File: config.mk
export PLATFORM = sky130hd
export DESIGN_NAME = check_move_multi_flat
export DESIGN_NICKNAME = d
export VERILOG_FILES = /design/src/rtl/check_move_multi_if.sv /design/src/rtl/check_move_multi.sv /design/src/flat_wrapper.sv
export SDC_FILE = /design/constraint.sdc
export NUM_CORES = 1
export LEC_CHECK = 0
export ABC_AREA = 1
export BUFFER_PORTS_ARGS = -buffer_cell sky130_fd_sc_hd__buf_2
export CORE_AREA = 2 2 115 117
export CTS_BUF_LIST = sky130_fd_sc_hd__clkbuf_16
export CTS_CLUSTER_DIAMETER = 50
export DETAILED_ROUTE_END_ITERATION = 8
export DIE_AREA = 0 0 117 119
export PLACE_DENSITY = 0.79
export SETUP_SLACK_MARGIN = 0.02
export SYNTH_ARGS = -nofsm -noshare
export SYNTH_HDL_FRONTEND = slang
export SYNTH_SLANG_ARGS = --single-unit
File: constraint.sdc
create_clock -name clk_i -period 5.5 [get_ports clk_i]
set_clock_uncertainty 0.15 [all_clocks]
set_input_delay 0.825 -clock clk_i [delete_from_list [all_inputs] [get_ports clk_i]]
set_output_delay 0.825 -clock clk_i [all_outputs]
set_load 0.05 [all_outputs]
File: src/rtl/check_move_multi_if.sv
// Request/result bundle between game control (master) and the collision checker (slave).
// Also supplies the move codes normally provided by defs.vh when that header is absent.
`ifndef MOVE_LEFT
`define MOVE_LEFT   3'd0
`endif
`ifndef MOVE_RIGHT
`define MOVE_RIGHT  3'd1
`endif
`ifndef MOVE_DOWN
`define MOVE_DOWN   3'd2
`endif
`ifndef MOVE_ROTATE
`define MOVE_ROTATE 3'd3
`endif
`ifndef MOVE_APPEAR
`define MOVE_APPEAR 3'd4
`endif

interface check_move_multi_if #(
  parameter int BLK_SIZE   = 4,
  parameter int FIELD_ROWS = 20,
  parameter int FIELD_COLS = 10,
  parameter int POS_W      = 6
);
  logic                                 req_valid_i;
  logic                                 req_ready_o;
  logic [2:0]                           req_move_i;
  logic [4*BLK_SIZE*BLK_SIZE-1:0]       b_data_i;
  logic [1:0]                           b_rotation_i;
  logic signed [POS_W-1:0]              b_x_i;
  logic signed [POS_W-1:0]              b_y_i;
  logic [FIELD_ROWS*FIELD_COLS-1:0]     field_i;
  logic                                 done_o;
  logic                                 can_move_o;
  logic signed [1:0]                    move_x_o;
  logic signed [1:0]                    move_y_o;
  logic [1:0]                           rot_o;

  modport master (
    output req_valid_i, req_move_i, b_data_i, b_rotation_i, b_x_i, b_y_i, field_i,
    input  req_ready_o, done_o, can_move_o, move_x_o, move_y_o, rot_o
  );

  modport slave (
    input  req_valid_i, req_move_i, b_data_i, b_rotation_i, b_x_i, b_y_i, field_i,
    output req_ready_o, done_o, can_move_o, move_x_o, move_y_o, rot_o
  );
endinterface

File: src/rtl/check_move_multi.sv
// Piece-collision checker: scans the piece mask against the playfield LANES cells per cycle.
// Define CHECK_MOVE_WALL_KICK_EN to retry blocked rotations at dx = -1 then dx = +1.
module check_move_multi #(
  parameter int BLK_SIZE   = 4,
  parameter int FIELD_ROWS = 20,
  parameter int FIELD_COLS = 10,
  parameter int POS_W      = 6,
  parameter int LANES      = 1
) (
  input logic               clk_i,
  input logic               rst_i,
  check_move_multi_if.slave bus
);
  localparam int CELLS   = BLK_SIZE * BLK_SIZE;
  localparam int GROUPS  = CELLS / LANES;
  localparam int IDX_W   = (GROUPS > 1) ? $clog2(GROUPS) : 1;
  localparam int CELL_W  = (CELLS > 1) ? $clog2(CELLS) : 1;
  localparam int FIELD_W = $clog2(FIELD_ROWS * FIELD_COLS);

`ifdef CHECK_MOVE_WALL_KICK_EN
  localparam bit KICK_EN = 1'b1;
`else
  localparam bit KICK_EN = 1'b0;
`endif

  typedef enum logic [1:0] {ST_IDLE, ST_CHECK, ST_KICK, ST_DONE} state_t;

  state_t                  state_q, state_d;
  logic [CELLS-1:0]        mask_q, mask_d;
  logic signed [POS_W-1:0] x_q, x_d, y_q, y_d;
  logic signed [1:0]       dx_q, dx_d, dy_q, dy_d;
  logic [1:0]              rot_chk_q, rot_chk_d, rot_base_q, rot_base_d;
  logic                    is_rot_q, is_rot_d;
  logic [IDX_W-1:0]        idx_q, idx_d;
  logic [1:0]              kick_q, kick_d;
  logic                    can_move_q, can_move_d;
  logic signed [1:0]       move_x_q, move_x_d, move_y_q, move_y_d;
  logic [1:0]              rot_q, rot_d;
  logic                    hit;

  // Target coordinates are widened by one bit so edge offsets never wrap.
  function automatic logic cell_hit(input int k);
    logic signed [POS_W:0] r;
    logic signed [POS_W:0] c;
    int ri;
    int ci;
    r  = {y_q[POS_W-1], y_q} + (POS_W+1)'(k / BLK_SIZE) + {{(POS_W-1){dy_q[1]}}, dy_q};
    c  = {x_q[POS_W-1], x_q} + (POS_W+1)'(k % BLK_SIZE) + {{(POS_W-1){dx_q[1]}}, dx_q};
    ri = int'(r);
    ci = int'(c);
    cell_hit = 1'b0;
    if (mask_q[CELL_W'(k)]) begin
      if (ri < 0 || ci < 0 || ri >= FIELD_ROWS || ci >= FIELD_COLS)
        cell_hit = 1'b1;
      else
        cell_hit = bus.field_i[FIELD_W'(ri * FIELD_COLS + ci)];
    end
  endfunction

  always_comb begin
    hit = 1'b0;
    for (int l = 0; l < LANES; l++)
      if (cell_hit(int'(idx_q) * LANES + l)) hit = 1'b1;
  end

  always_comb begin
    state_d    = state_q;
    mask_d     = mask_q;
    x_d        = x_q;
    y_d        = y_q;
    dx_d       = dx_q;
    dy_d       = dy_q;
    rot_chk_d  = rot_chk_q;
    rot_base_d = rot_base_q;
    is_rot_d   = is_rot_q;
    idx_d      = idx_q;
    kick_d     = kick_q;
    can_move_d = can_move_q;
    move_x_d   = move_x_q;
    move_y_d   = move_y_q;
    rot_d      = rot_q;
    unique case (state_q)
      ST_IDLE: begin
        if (bus.req_valid_i) begin
          is_rot_d   = (bus.req_move_i == `MOVE_ROTATE);
          rot_base_d = bus.b_rotation_i;
          rot_chk_d  = is_rot_d ? bus.b_rotation_i + 2'd1 : bus.b_rotation_i;
          for (int rr = 0; rr < 4; rr++)
            if (rot_chk_d == 2'(rr)) mask_d = bus.b_data_i[rr*CELLS +: CELLS];
          x_d  = bus.b_x_i;
          y_d  = bus.b_y_i;
          dx_d = 2'b00;
          dy_d = 2'b00;
          case (bus.req_move_i)
            `MOVE_LEFT:  dx_d = 2'b11;
            `MOVE_RIGHT: dx_d = 2'b01;
            `MOVE_DOWN:  dy_d = 2'b01;
            default:     ;
          endcase
          idx_d   = '0;
          kick_d  = 2'd0;
          state_d = ST_CHECK;
        end
      end
      ST_CHECK: begin
        if (hit) begin
          if (KICK_EN && is_rot_q && kick_q != 2'd2) begin
            state_d = ST_KICK;
          end else begin
            state_d    = ST_DONE;
            can_move_d = 1'b0;
            move_x_d   = 2'b00;
            move_y_d   = 2'b00;
            rot_d      = rot_base_q;
          end
        end else if (idx_q == IDX_W'(GROUPS - 1)) begin
          state_d    = ST_DONE;
          can_move_d = 1'b1;
          move_x_d   = dx_q;
          move_y_d   = dy_q;
          rot_d      = rot_chk_q;
        end else begin
          idx_d = idx_q + IDX_W'(1);
        end
      end
      ST_KICK: begin
        dx_d    = (kick_q == 2'd0) ? 2'b11 : 2'b01;
        kick_d  = kick_q + 2'd1;
        idx_d   = '0;
        state_d = ST_CHECK;
      end
      ST_DONE: state_d = ST_IDLE;
      default: state_d = ST_IDLE;
    endcase
  end

  always_ff @(posedge clk_i) begin
    if (rst_i) begin
      state_q    <= ST_IDLE;
      mask_q     <= '0;
      x_q        <= '0;
      y_q        <= '0;
      dx_q       <= '0;
      dy_q       <= '0;
      rot_chk_q  <= '0;
      rot_base_q <= '0;
      is_rot_q   <= 1'b0;
      idx_q      <= '0;
      kick_q     <= '0;
      can_move_q <= 1'b0;
      move_x_q   <= '0;
      move_y_q   <= '0;
      rot_q      <= '0;
    end else begin
      state_q    <= state_d;
      mask_q     <= mask_d;
      x_q        <= x_d;
      y_q        <= y_d;
      dx_q       <= dx_d;
      dy_q       <= dy_d;
      rot_chk_q  <= rot_chk_d;
      rot_base_q <= rot_base_d;
      is_rot_q   <= is_rot_d;
      idx_q      <= idx_d;
      kick_q     <= kick_d;
      can_move_q <= can_move_d;
      move_x_q   <= move_x_d;
      move_y_q   <= move_y_d;
      rot_q      <= rot_d;
    end
  end

  assign bus.req_ready_o = (state_q == ST_IDLE);
  assign bus.done_o      = (state_q == ST_DONE);
  assign bus.can_move_o  = can_move_q;
  assign bus.move_x_o    = move_x_q;
  assign bus.move_y_o    = move_y_q;
  assign bus.rot_o       = rot_q;
endmodule
File: src/flat_wrapper.sv
// flat-port wrapper written by rule: the top's interface ports become plain ports
module check_move_multi_flat 
#(
  parameter int BLK_SIZE   = 4,
  parameter int FIELD_ROWS = 20,
  parameter int FIELD_COLS = 10,
  parameter int POS_W      = 6,
  parameter int LANES      = 1
)
  (clk_i, rst_i, bus_req_valid_i, bus_req_move_i, bus_b_data_i, bus_b_rotation_i, bus_b_x_i, bus_b_y_i, bus_field_i, bus_req_ready_o, bus_done_o, bus_can_move_o, bus_move_x_o, bus_move_y_o, bus_rot_o);
  check_move_multi_if #(.BLK_SIZE(BLK_SIZE), .FIELD_ROWS(FIELD_ROWS), .FIELD_COLS(FIELD_COLS), .POS_W(POS_W)) bus_i ();
  input logic clk_i;
  input logic rst_i;
  input wire logic [$bits(bus_i.req_valid_i)-1:0] bus_req_valid_i;
  input wire logic [$bits(bus_i.req_move_i)-1:0] bus_req_move_i;
  input wire logic [$bits(bus_i.b_data_i)-1:0] bus_b_data_i;
  input wire logic [$bits(bus_i.b_rotation_i)-1:0] bus_b_rotation_i;
  input wire logic [$bits(bus_i.b_x_i)-1:0] bus_b_x_i;
  input wire logic [$bits(bus_i.b_y_i)-1:0] bus_b_y_i;
  input wire logic [$bits(bus_i.field_i)-1:0] bus_field_i;
  output wire logic [$bits(bus_i.req_ready_o)-1:0] bus_req_ready_o;
  output wire logic [$bits(bus_i.done_o)-1:0] bus_done_o;
  output wire logic [$bits(bus_i.can_move_o)-1:0] bus_can_move_o;
  output wire logic [$bits(bus_i.move_x_o)-1:0] bus_move_x_o;
  output wire logic [$bits(bus_i.move_y_o)-1:0] bus_move_y_o;
  output wire logic [$bits(bus_i.rot_o)-1:0] bus_rot_o;
  assign bus_i.req_valid_i = bus_req_valid_i;
  assign bus_i.req_move_i = bus_req_move_i;
  assign bus_i.b_data_i = bus_b_data_i;
  assign bus_i.b_rotation_i = bus_b_rotation_i;
  assign bus_i.b_x_i = bus_b_x_i;
  assign bus_i.b_y_i = bus_b_y_i;
  assign bus_i.field_i = bus_field_i;
  assign bus_req_ready_o = bus_i.req_ready_o;
  assign bus_done_o = bus_i.done_o;
  assign bus_can_move_o = bus_i.can_move_o;
  assign bus_move_x_o = bus_i.move_x_o;
  assign bus_move_y_o = bus_i.move_y_o;
  assign bus_rot_o = bus_i.rot_o;
  check_move_multi #(.BLK_SIZE(BLK_SIZE), .FIELD_ROWS(FIELD_ROWS), .FIELD_COLS(FIELD_COLS), .POS_W(POS_W), .LANES(LANES)) u_core (.clk_i(clk_i), .rst_i(rst_i), .bus(bus_i));
endmodule
==> Yosys cells after proc, flatten, opt, wreduce, memory -nomap -nowiden <==
Index checks and enable logic that the tools add are counted.
{ "totals": {"reg_bits": 51, "latch_bits": 0, "ram_bits": 0, "mem_bits_ro": 0, "in_bits": 284, "output_inout_bits": 9, "wordCells": 97, "memories": 0} }
{ "op_classes": {"addsub": 8, "multipliers": 1, "div": 0, "order_cmp": 6, "n_eq_ne": 14, "n_shift": 0, "muxes": 37, "n_bitwise": 0, "n_reduce_logical": 17} }
{ "op_table": {"columns": ["op", "n"], "rows": [
  ["16-bit two-way mux", 4],
  ["2-bit two-way mux", 13],
  ["6-bit by 3-bit adder with 7-bit output", 2],
  ["7-bit adder", 2],
  ["7-bit by 1-bit less-than comparator with 1-bit output, second input constant", 2],
  ["4-bit two-way mux", 3],
  ["2-bit case mux with 2 select lines", 3],
  ["4-bit case mux with 3 select lines", 1],
  ["8-bit by 10-bit less-than comparator with 1-bit output, second input constant", 1],
  ["1-bit two-way mux", 10],
  ["8-bit by 7-bit adder with 8-bit output", 1],
  ["1-bit binary-select mux with 8-bit select", 1],
  ["2-bit == test, second input constant", 4],
  ["2-bit case mux with 4 select lines", 1],
  ["2-bit AND reduction", 4],
  ["7-bit by 5-bit greater-or-equal comparator with 1-bit output, second input constant", 1],
  ["7-bit by 6-bit greater-or-equal comparator with 1-bit output, second input constant", 1],
  ["7-bit by 4-bit multiplier with 7-bit output, second input constant", 1],
  ["3-bit by 2-bit == test with 1-bit output, second input constant", 2],
  ["2-bit logical NOT", 3],
  ["4-bit by 6-bit less-than comparator with 1-bit output, second input constant", 1],
  ["2-bit inequality test, second input constant", 3],
  ["2-bit by 1-bit adder with 2-bit output, second input constant", 2],
  ["4-bit by 1-bit adder with 4-bit output, second input constant", 1],
  ["other kinds (12)", 16]
]} }

==> Depth between registers and ports, before layout <==
Gate-level depths: netlist of run 1.
{ "logic_depth": {"ltp_word": 12, "depth_mapped": 28, "mapped_depth_nobuf": 28} }

==> Worst setup path after synthesis of run 1 <==
No wires, ideal clock.
{ "synth_timing": {"path_type": "reg2reg", "startpoint": "register u_core.idx_q[2]", "endpoint": "register u_core.can_move_q, in the netlist u_core.bus.can_move_o", "setup_time_ns": 0.070, "t_arrival_ns": 4.010, "t_required_ns": 5.280, "slack_ns": 1.269, "stages_incl_launch_ff": 25, "path_buffers": 0, "period_less_slack_ns": 4.231, "path_cell_list": "dfxtp_1 fa_1 inv_1 fa_1 inv_1 ha_1 ha_1 fa_1 xor2_1 ha_1 a21oi_1 o21ai_0 a21oi_1 inv_1 nand3_1 nand2_1 nand3_1 nand2_1 nand2_2 nand3_4 nand2_4 nand2_2 nand2_2 nand2_1 a21oi_1"} }
{ "synth_between": {"elab_chain_cells": 12, "word_cells_on_any_way": 22, "cone_classes": "add/sub: 3; mul: 1; order compare: 2; eq/ne: 1; mux: 10; reduce/logical: 5"} }
{ "synth_lines": {"columns": ["item", "line", "rtl"], "rows": [
  ["start, declared", "check_move_multi.sv:34", "logic [IDX_W-1:0] idx_q, idx_d;"],
  ["start signal, assigned", "check_move_multi.sv:164", "idx_q <= idx_d;"],
  ["6-bit by 3-bit adder with 7-bit output", "check_move_multi.sv:47", "r = {y_q[POS_W-1], y_q} + (POS_W+1)'(k / BLK_SIZE) + {{(POS_W-1){dy_q[1]}}, dy_q};"],
  ["7-bit adder", "check_move_multi.sv:47", null],
  ["7-bit by 4-bit multiplier with 7-bit output", "check_move_multi.sv:56", "cell_hit = bus.field_i[FIELD_W'(ri * FIELD_COLS + ci)];"],
  ["8-bit by 7-bit adder with 8-bit output", "check_move_multi.sv:56", null],
  ["1-bit binary-select mux with 8-bit select", "check_move_multi.sv:56", null],
  ["1-bit two-way mux (not written as such) (2 in a row)", "check_move_multi.sv:56", null],
  ["1-bit two-way mux", "check_move_multi.sv:53", "if (ri < 0 || ci < 0 || ri >= FIELD_ROWS || ci >= FIELD_COLS)"],
  ["1-bit two-way mux", "check_move_multi.sv:52", "if (mask_q[CELL_W'(k)]) begin"],
  ["1-bit two-way mux", "check_move_multi.sv:63", "if (cell_hit(int'(idx_q) * LANES + l)) hit = 1'b1;"],
  ["2-bit nonzero test (no source line)", null, null],
  ["2-bit AND reduction (no source line)", null, null],
  ["end signal, assigned", "check_move_multi.sv:166", "can_move_q <= can_move_d;"],
  ["end, declared", "check_move_multi.sv:36", "logic can_move_q, can_move_d;"]
]} }
Several ways; a longest one is shown, not always the timed one. The select of a mux whose other input is x is not followed.
A chain may end at the register's enable or synchronous reset.

==> Worst setup path in the final report of run 1 <==
{ "layout_timing": {"startpoint": "register u_core.idx_q[2]", "endpoint": "register u_core.idx_q[2]"} }
{ "layout_between": {"elab_chain_cells": 12, "word_cells_on_any_way": 26, "cone_classes": "add/sub: 4; mul: 1; order compare: 2; eq/ne: 3; mux: 12; reduce/logical: 4"} }
{ "layout_lines": {"columns": ["item", "line"], "rows": [
  ["6-bit by 3-bit adder with 7-bit output", "check_move_multi.sv:47"],
  ["7-bit adder", "check_move_multi.sv:47"],
  ["7-bit by 4-bit multiplier with 7-bit output", "check_move_multi.sv:56"],
  ["8-bit by 7-bit adder with 8-bit output", "check_move_multi.sv:56"],
  ["1-bit binary-select mux with 8-bit select", "check_move_multi.sv:56"],
  ["1-bit two-way mux (not written as such) (2 in a row)", "check_move_multi.sv:56"],
  ["1-bit two-way mux", "check_move_multi.sv:53"],
  ["1-bit two-way mux", "check_move_multi.sv:52"],
  ["1-bit two-way mux", "check_move_multi.sv:63"],
  ["2-bit inequality test (no source line)", null],
  ["4-bit AND reduction (no source line)", null]
]} }
Several ways; a longest one is shown, not always the timed one. The select of a mux whose other input is x is not followed.

==> results.toml, run 1 <==
[routing]
vias_per_cell = 5.313
drt-total-wl_um = 19240
drc = 0
ant_nets = 0
drt_pre_antenna_iters = 6
detail_route.iter0.violations = 561
wl_per_cell_um = 14.33
vias = 7136

[flow_run]
max_cap_violations = 0

[layout]
final_cells = 1343
n_antenna_cell = 0
drive_above_1_share = 0.2853
design_area_um2 = 7109
nNetsFinal = 1481
area_growth_pct = 29.81

[die]
die_area_um2 = 13920
io_pins = 293
initial_core_util = 0.4254
num_rows = 42
core_um2 = 12870
die_x_um = 117
dieHeight_um = 119

[logic_synthesis]
synth_seq_cells = 49
synth_warnings = 0
yosysMostFrequentCell = "nand2_1"
synthCells = 922
synth_top_area_frac = 0.1995
postSynth.asyncResetShare = 0
synth-edff-count = 0
syn-num-nets = 1237
yosys.area.top_type = "nand2_1"
synth_seq_area_share = 0.1791
synth_common_cells = "nand2_1 (291), nand3_1 (213), a21oi_1 (50)"
synth.distinct_cells = 40
syn_area_per_cell_um2 = 5.940
synth.area.top_cells = "nand2_1 (20%), nand3_1 (19%), dfxtp_1 (18%)"
synth_ff_type = "dfxtp_1"
syn-cell-area_um2 = 5477

[placement]
port_buffers = 291
place_area_um2 = 6943
dp.final_hpwl_um = 15520
gp_congestion = 0.8972
dp_cells = 1335

[sta]
fin_setup_tns_ps = 0
fin_crit_ps = 4690
slew_headroom = 0.2362
whs_ps = 313.6
period_share = 0.8528
rsz0062_at_grt = "false"
finalHoldViolCount = 0
finalSetupViolCount = 0
worst_pin_slew_ps = 1146
slew_violations = 0
clock.fmax_mhz = 213.2

[clock_tree]
root_buffer = "clkbuf_16"
clk_path_buf_depth = 2
htreeDepth = 2
post_cts_resized = 0
tritoncts = "done"
numCtsBuffers = 5
clock_sinks = 49
clk_pin_slew_ps = 60
clkLatencyLatePin_ps = 290
post-cts-setup-buffers = 0
hold_buffers = 0

[grt]
antenna_found_initial = 0
grt_usage = 0.2608
grt_pass1_wl_um = 29550
grt_pass1_vias = 6456
grt_max_degree = 101
grt_overflow = 0

[worst_setup_path]
endpoint_kind = "register"
cp.arrival_ps = 4770
critPathRequiredTime_ps = 5580
crit_path_max_fanout = 9
worstSetupPathType = "register to register"
regToRegSetupSlack_ps = 810
critPathLaunchType = "register"

[power_and_ir_drop]
vdd_ir_drop_max_uv = 222.1
p_leak_nw = 3.686
powerDensity_nw_per_um2 = 442.5

[min_path]
hp-class = "register to register"

[outcome]
outcome = "finished clean"
==> worst max-delay path, cell delays in order (launching register included) <==
cell	delay [ps]
dfxtp_1	390
fa_1	480
inv_1	90
fa_1	400
inv_1	130
ha_1	250
ha_1	220
fa_1	440
xor2_1	170
ha_1	340
a21oi_1	150
o21ai_0	90
a21oi_1	220
inv_1	90
nand3_1	100
nand2_1	70
nand3_1	80
nand2_1	60
nand2_2	70
nand3_4	120
nand3_4	140
nand3_2	140
nand2_1	100
inv_1	40
nor2_1	90
==> report_power, final <==
part	leakage [nW]	switching (mW)	internal, mW	total [mW]
logic	3.21	1.56	0.816	2.38
registers	0.402	0.0350	0.390	0.425
clock network	0.0775	0.133	0.213	0.346
==> kinds of logic (layout without fill, tap and decap cells) <==
group | Yosys count | in the layout | synth area share
multiplexers | 16 | 16 | 0.02924
buffers and inverters | 112 | 357 | 0.08727
XOR/XNOR | 11 | 11 | 0.02033
other | 1 | 1 | 0.0006847
flip-flops | 49 | 49 | 0.1791
AO/OA/AOI/OAI | 122 | 122 | 0.1318
adder cells (fa/ha/maj) | 31 | 31 | 0.08042
AND/OR/NAND/NOR | 580 | 580 | 0.4711
==> layer usage <==
metal	up-vias	track usage	wire length (um)
met3	39	0.06718	2040
met4	0	0.07353	412
met1	3121	0.3158	7689
li1	3609	-	-
met5	-	0	0
met2	367	0.4512	9096
==> sequential cells by signal, summed over array words and instances, names as in the netlist <==
name,count
u_core.bus.move_x_o,2
u_core.mask_q,16
u_core.bus.rot_o,2
u_core.y_q,6
u_core.x_q,6
u_core.dy_q,1
u_core.kick_q,2
u_core.rot_base_q,2
u_core.state_q,2
u_core.rot_chk_q,2
u_core.dx_q,2
u_core.bus.move_y_o,1
u_core.idx_q,4
u_core.bus.can_move_o,1
==> per-stage QoR <==
stage	setup slack, ps	total power [mW]	utilization
3_3_place_gp	964.2	2.760	0.5393
6_report	809.9	3.146	0.5522
2_1_floorplan	1269	2.237	-
4_1_cts	815.8	3.125	0.5522
5_1_grt	448.6	3.424	0.5522
3_5_place_dp	859.0	2.777	0.5393
==> final cells by class <==
type | instances | area, um2
fill | 1335 | 5766
clock inverter | 3 | 41.29
clock buffer | 5 | 125.1
tap | 176 | 220.2
sequential | 49 | 980.9
inverter | 51 | 191.4
timing repair buffer | 298 | 1521
multi-input combinational | 761 | 4029
==> final timing paths <==
| kind | from | endpoint | depth (start not counted) |
|---|---|---|---|
| max reg2reg | u_core.idx_q[2]$_SDFFE_PP0P_ | u_core.idx_q[2]$_SDFFE_PP0P_ | 24 |
| min | u_core.kick_q[1]$_SDFFE_PP0P_ | u_core.kick_q[1]$_SDFFE_PP0P_ | 2 |
| max | u_core.idx_q[2]$_SDFFE_PP0P_ | u_core.idx_q[2]$_SDFFE_PP0P_ | 24 |
| min reg2reg | u_core.kick_q[1]$_SDFFE_PP0P_ | u_core.kick_q[1]$_SDFFE_PP0P_ | 2 |
==> layout by cell type (no fill, tap or decap), types with 4 or more instances in the layout <==
cell type  count
a21oi_1       49
buf_2        291
buf_4          6
o21ai_1        6
mux2i_1       16
nand2_1      291
a221oi_1       4
nor2_1        43
nand3_1      213
fa_1           6
clkbuf_16      5
o211ai_1      32
nand4_1        9
ha_1          24
inv_1         46
o21ai_0       23
inv_2          5
dfxtp_1       49
xor2_1         7
nand2_2        6
Power figures use the tool's default switching activity.
==> run 2, diff against run 1 <==
--- a/config.mk
+++ b/config.mk
@@ -12,7 +12,7 @@
 export CTS_CLUSTER_DIAMETER = 50
 export DETAILED_ROUTE_END_ITERATION = 8
 export DIE_AREA = 0 0 117 119
-export PLACE_DENSITY = 0.79
+export PLACE_DENSITY = 0.87
 export SETUP_SLACK_MARGIN = 0.02
 export SYNTH_ARGS = -nofsm -noshare
 export SYNTH_HDL_FRONTEND = slang
==> results.toml, run 2 (synthesis gave the netlist of run 1 again) <==
[worst_setup_path]
worstSetupPathType = "register to register"
cp.arrival_ps = 4720
critPathLaunchType = "register"
crit_chain = "fa_1 -> inv_1 -> fa_1 -> inv_1 -> ha_1 -> ha_1 -> fa_1 -> xor2_1 -> ha_1 -> a21oi_1 -> o21ai_0 -> a21oi_1 -> nand3_1 -> nand2_1 -> nand3_1 -> nand2_1 -> nand2_2 -> nand3_4 -> nand3_4 -> nand3_2 -> nand2_1 -> inv_1 -> nor2_1"
cp_top_family = "adder cells"
crit_slowest_cell = "fa_1"
critPathMaxStageDelay_ps = 470
crit_path_max_fanout = 9
worstPathBufferInverterCount = 3
endpoint_kind = "register"
critPathRequiredTime_ps = 5540
regToRegSetupSlack_ps = 810

[clock_tree]
hold_buffers = 0
post-cts-setup-buffers = 0
clkLatencyLatePin_ps = 290
root_buffer = "clkbuf_16"
clock_sinks = 49
numCtsBuffers = 5
tritoncts = "done"
post_cts_resized = 0
clk_path_buf_depth = 2
htreeDepth = 2
clk_pin_slew_ps = 60

[grt]
grt_usage = 0.2565
grt_pass1_vias = 6482
grt_pass1_wl_um = 29390
grt_max_degree = 101
antenna_found_initial = 0
grt_overflow = 0

[routing]
wl_per_cell_um = 14.10
vias_per_cell = 5.369
drt_pre_antenna_iters = 5
vias = 7210
ant_nets = 0
detail_route.iter0.violations = 501
drt-total-wl_um = 18940
drc = 0

[sta]
slew_violations = 0
period_share = 0.8522
slew_headroom = 0.2420
fin_crit_ps = 4687
rsz0062_at_grt = "false"
finalHoldViolCount = 0
finalSetupViolCount = 0
clock.fmax_mhz = 213.3
worst_pin_slew_ps = 1137
fin_setup_tns_ps = 0

[flow_run]
max_cap_violations = 0

[layout]
fin_util = 0.5503
n_antenna_cell = 0
layout_common_cells = "nand2_1 (291), buf_2 (291), nand3_1 (213)"
final_cells = 1343
drive_above_1_share = 0.2853
area_growth_pct = 29.38
largest_register_ffs = 16
reg.largest.list = "u_core.mask_q x16, u_core.x_q x6, u_core.y_q x6"
nNetsFinal = 1481
regMostFlops = "u_core.mask_q"

[placement]
port_buffers = 291
dp_cells = 1335
gp_congestion = 1.016
dp.final_hpwl_um = 15070

[power_and_ir_drop]
p_leak_nw = 3.683
finalPower_mw = 3.112
powerDensity_nw_per_um2 = 439.2
vdd_ir_drop_max_uv = 263.5

[die]
initial_core_util = 0.4254
num_rows = 42
io_pins = 293
die_area_um2 = 13920
die_x_um = 117
dieHeight_um = 119
core_um2 = 12870

[min_path]
hp-class = "register to register"

[outcome]
outcome = "finished clean"
==> run 2: cell count changes in the layout (fill, tap and decap cells not counted), sizes merged <==
cell,delta
bufinv,-1
clkinvlp,-1
inv,+2
==> run 2: power by group <==
group	internal (mW)	total, mW	switching, mW
Clock	0.168	0.300	0.132
Combinational	0.828	2.39	1.56
Sequential	0.390	0.426	0.0364
==> run 2: path summary, 6_finish.rpt <==
| kind | startpoint | to | depth (start not counted) |
|---|---|---|---|
| setup / recovery | u_core.idx_q[2]$_SDFFE_PP0P_ | u_core.idx_q[0]$_SDFFE_PP0P_ | 23 |
| setup reg to reg | u_core.idx_q[2]$_SDFFE_PP0P_ | u_core.idx_q[0]$_SDFFE_PP0P_ | 23 |
| hold reg to reg | u_core.bus.can_move_o$_SDFFE_PP0P_ | u_core.bus.can_move_o$_SDFFE_PP0P_ | 2 |
| hold / removal | u_core.bus.can_move_o$_SDFFE_PP0P_ | u_core.bus.can_move_o$_SDFFE_PP0P_ | 2 |
==> run 2: cell type report <==
type	instances	area, um2
fillers	1287	5789
multi-input cells	761	4029
repair buffers	298	1521
flip-flops and latches	49	980.9
well taps	176	220.2
inverters	51	191.4
clock buffers	5	125.1
clock inverters	3	17.52
==> run 2: worst min-delay path, stage by stage, from the launching register on <==
cell and delay (ps):
dfxtp_1 310, nand2_1 60, a21oi_1 50
==> run 2: layer usage <==
metal	global-route usage	vias up	routed length (um)
met5	0	-	0
met4	0.07279	0	469
met3	0.04936	46	1836
met2	0.4415	366	8913
met1	0.3228	3195	7722
li1	-	3603	-
==> run 2: stage by stage <==
stage / hold slack, ps / cell area, um2 / setup WS [ps]
2_1_floorplan: 283.1 / 5477 / 1269
3_3_place_gp: 300.1 / 6943 / 1018
3_5_place_dp: 304.9 / 6943 / 840.5
4_1_cts: 314.8 / 7086 / 793.2
5_1_grt: 334.8 / 7086 / 517.8
6_report: 316.7 / 7086 / 812.7
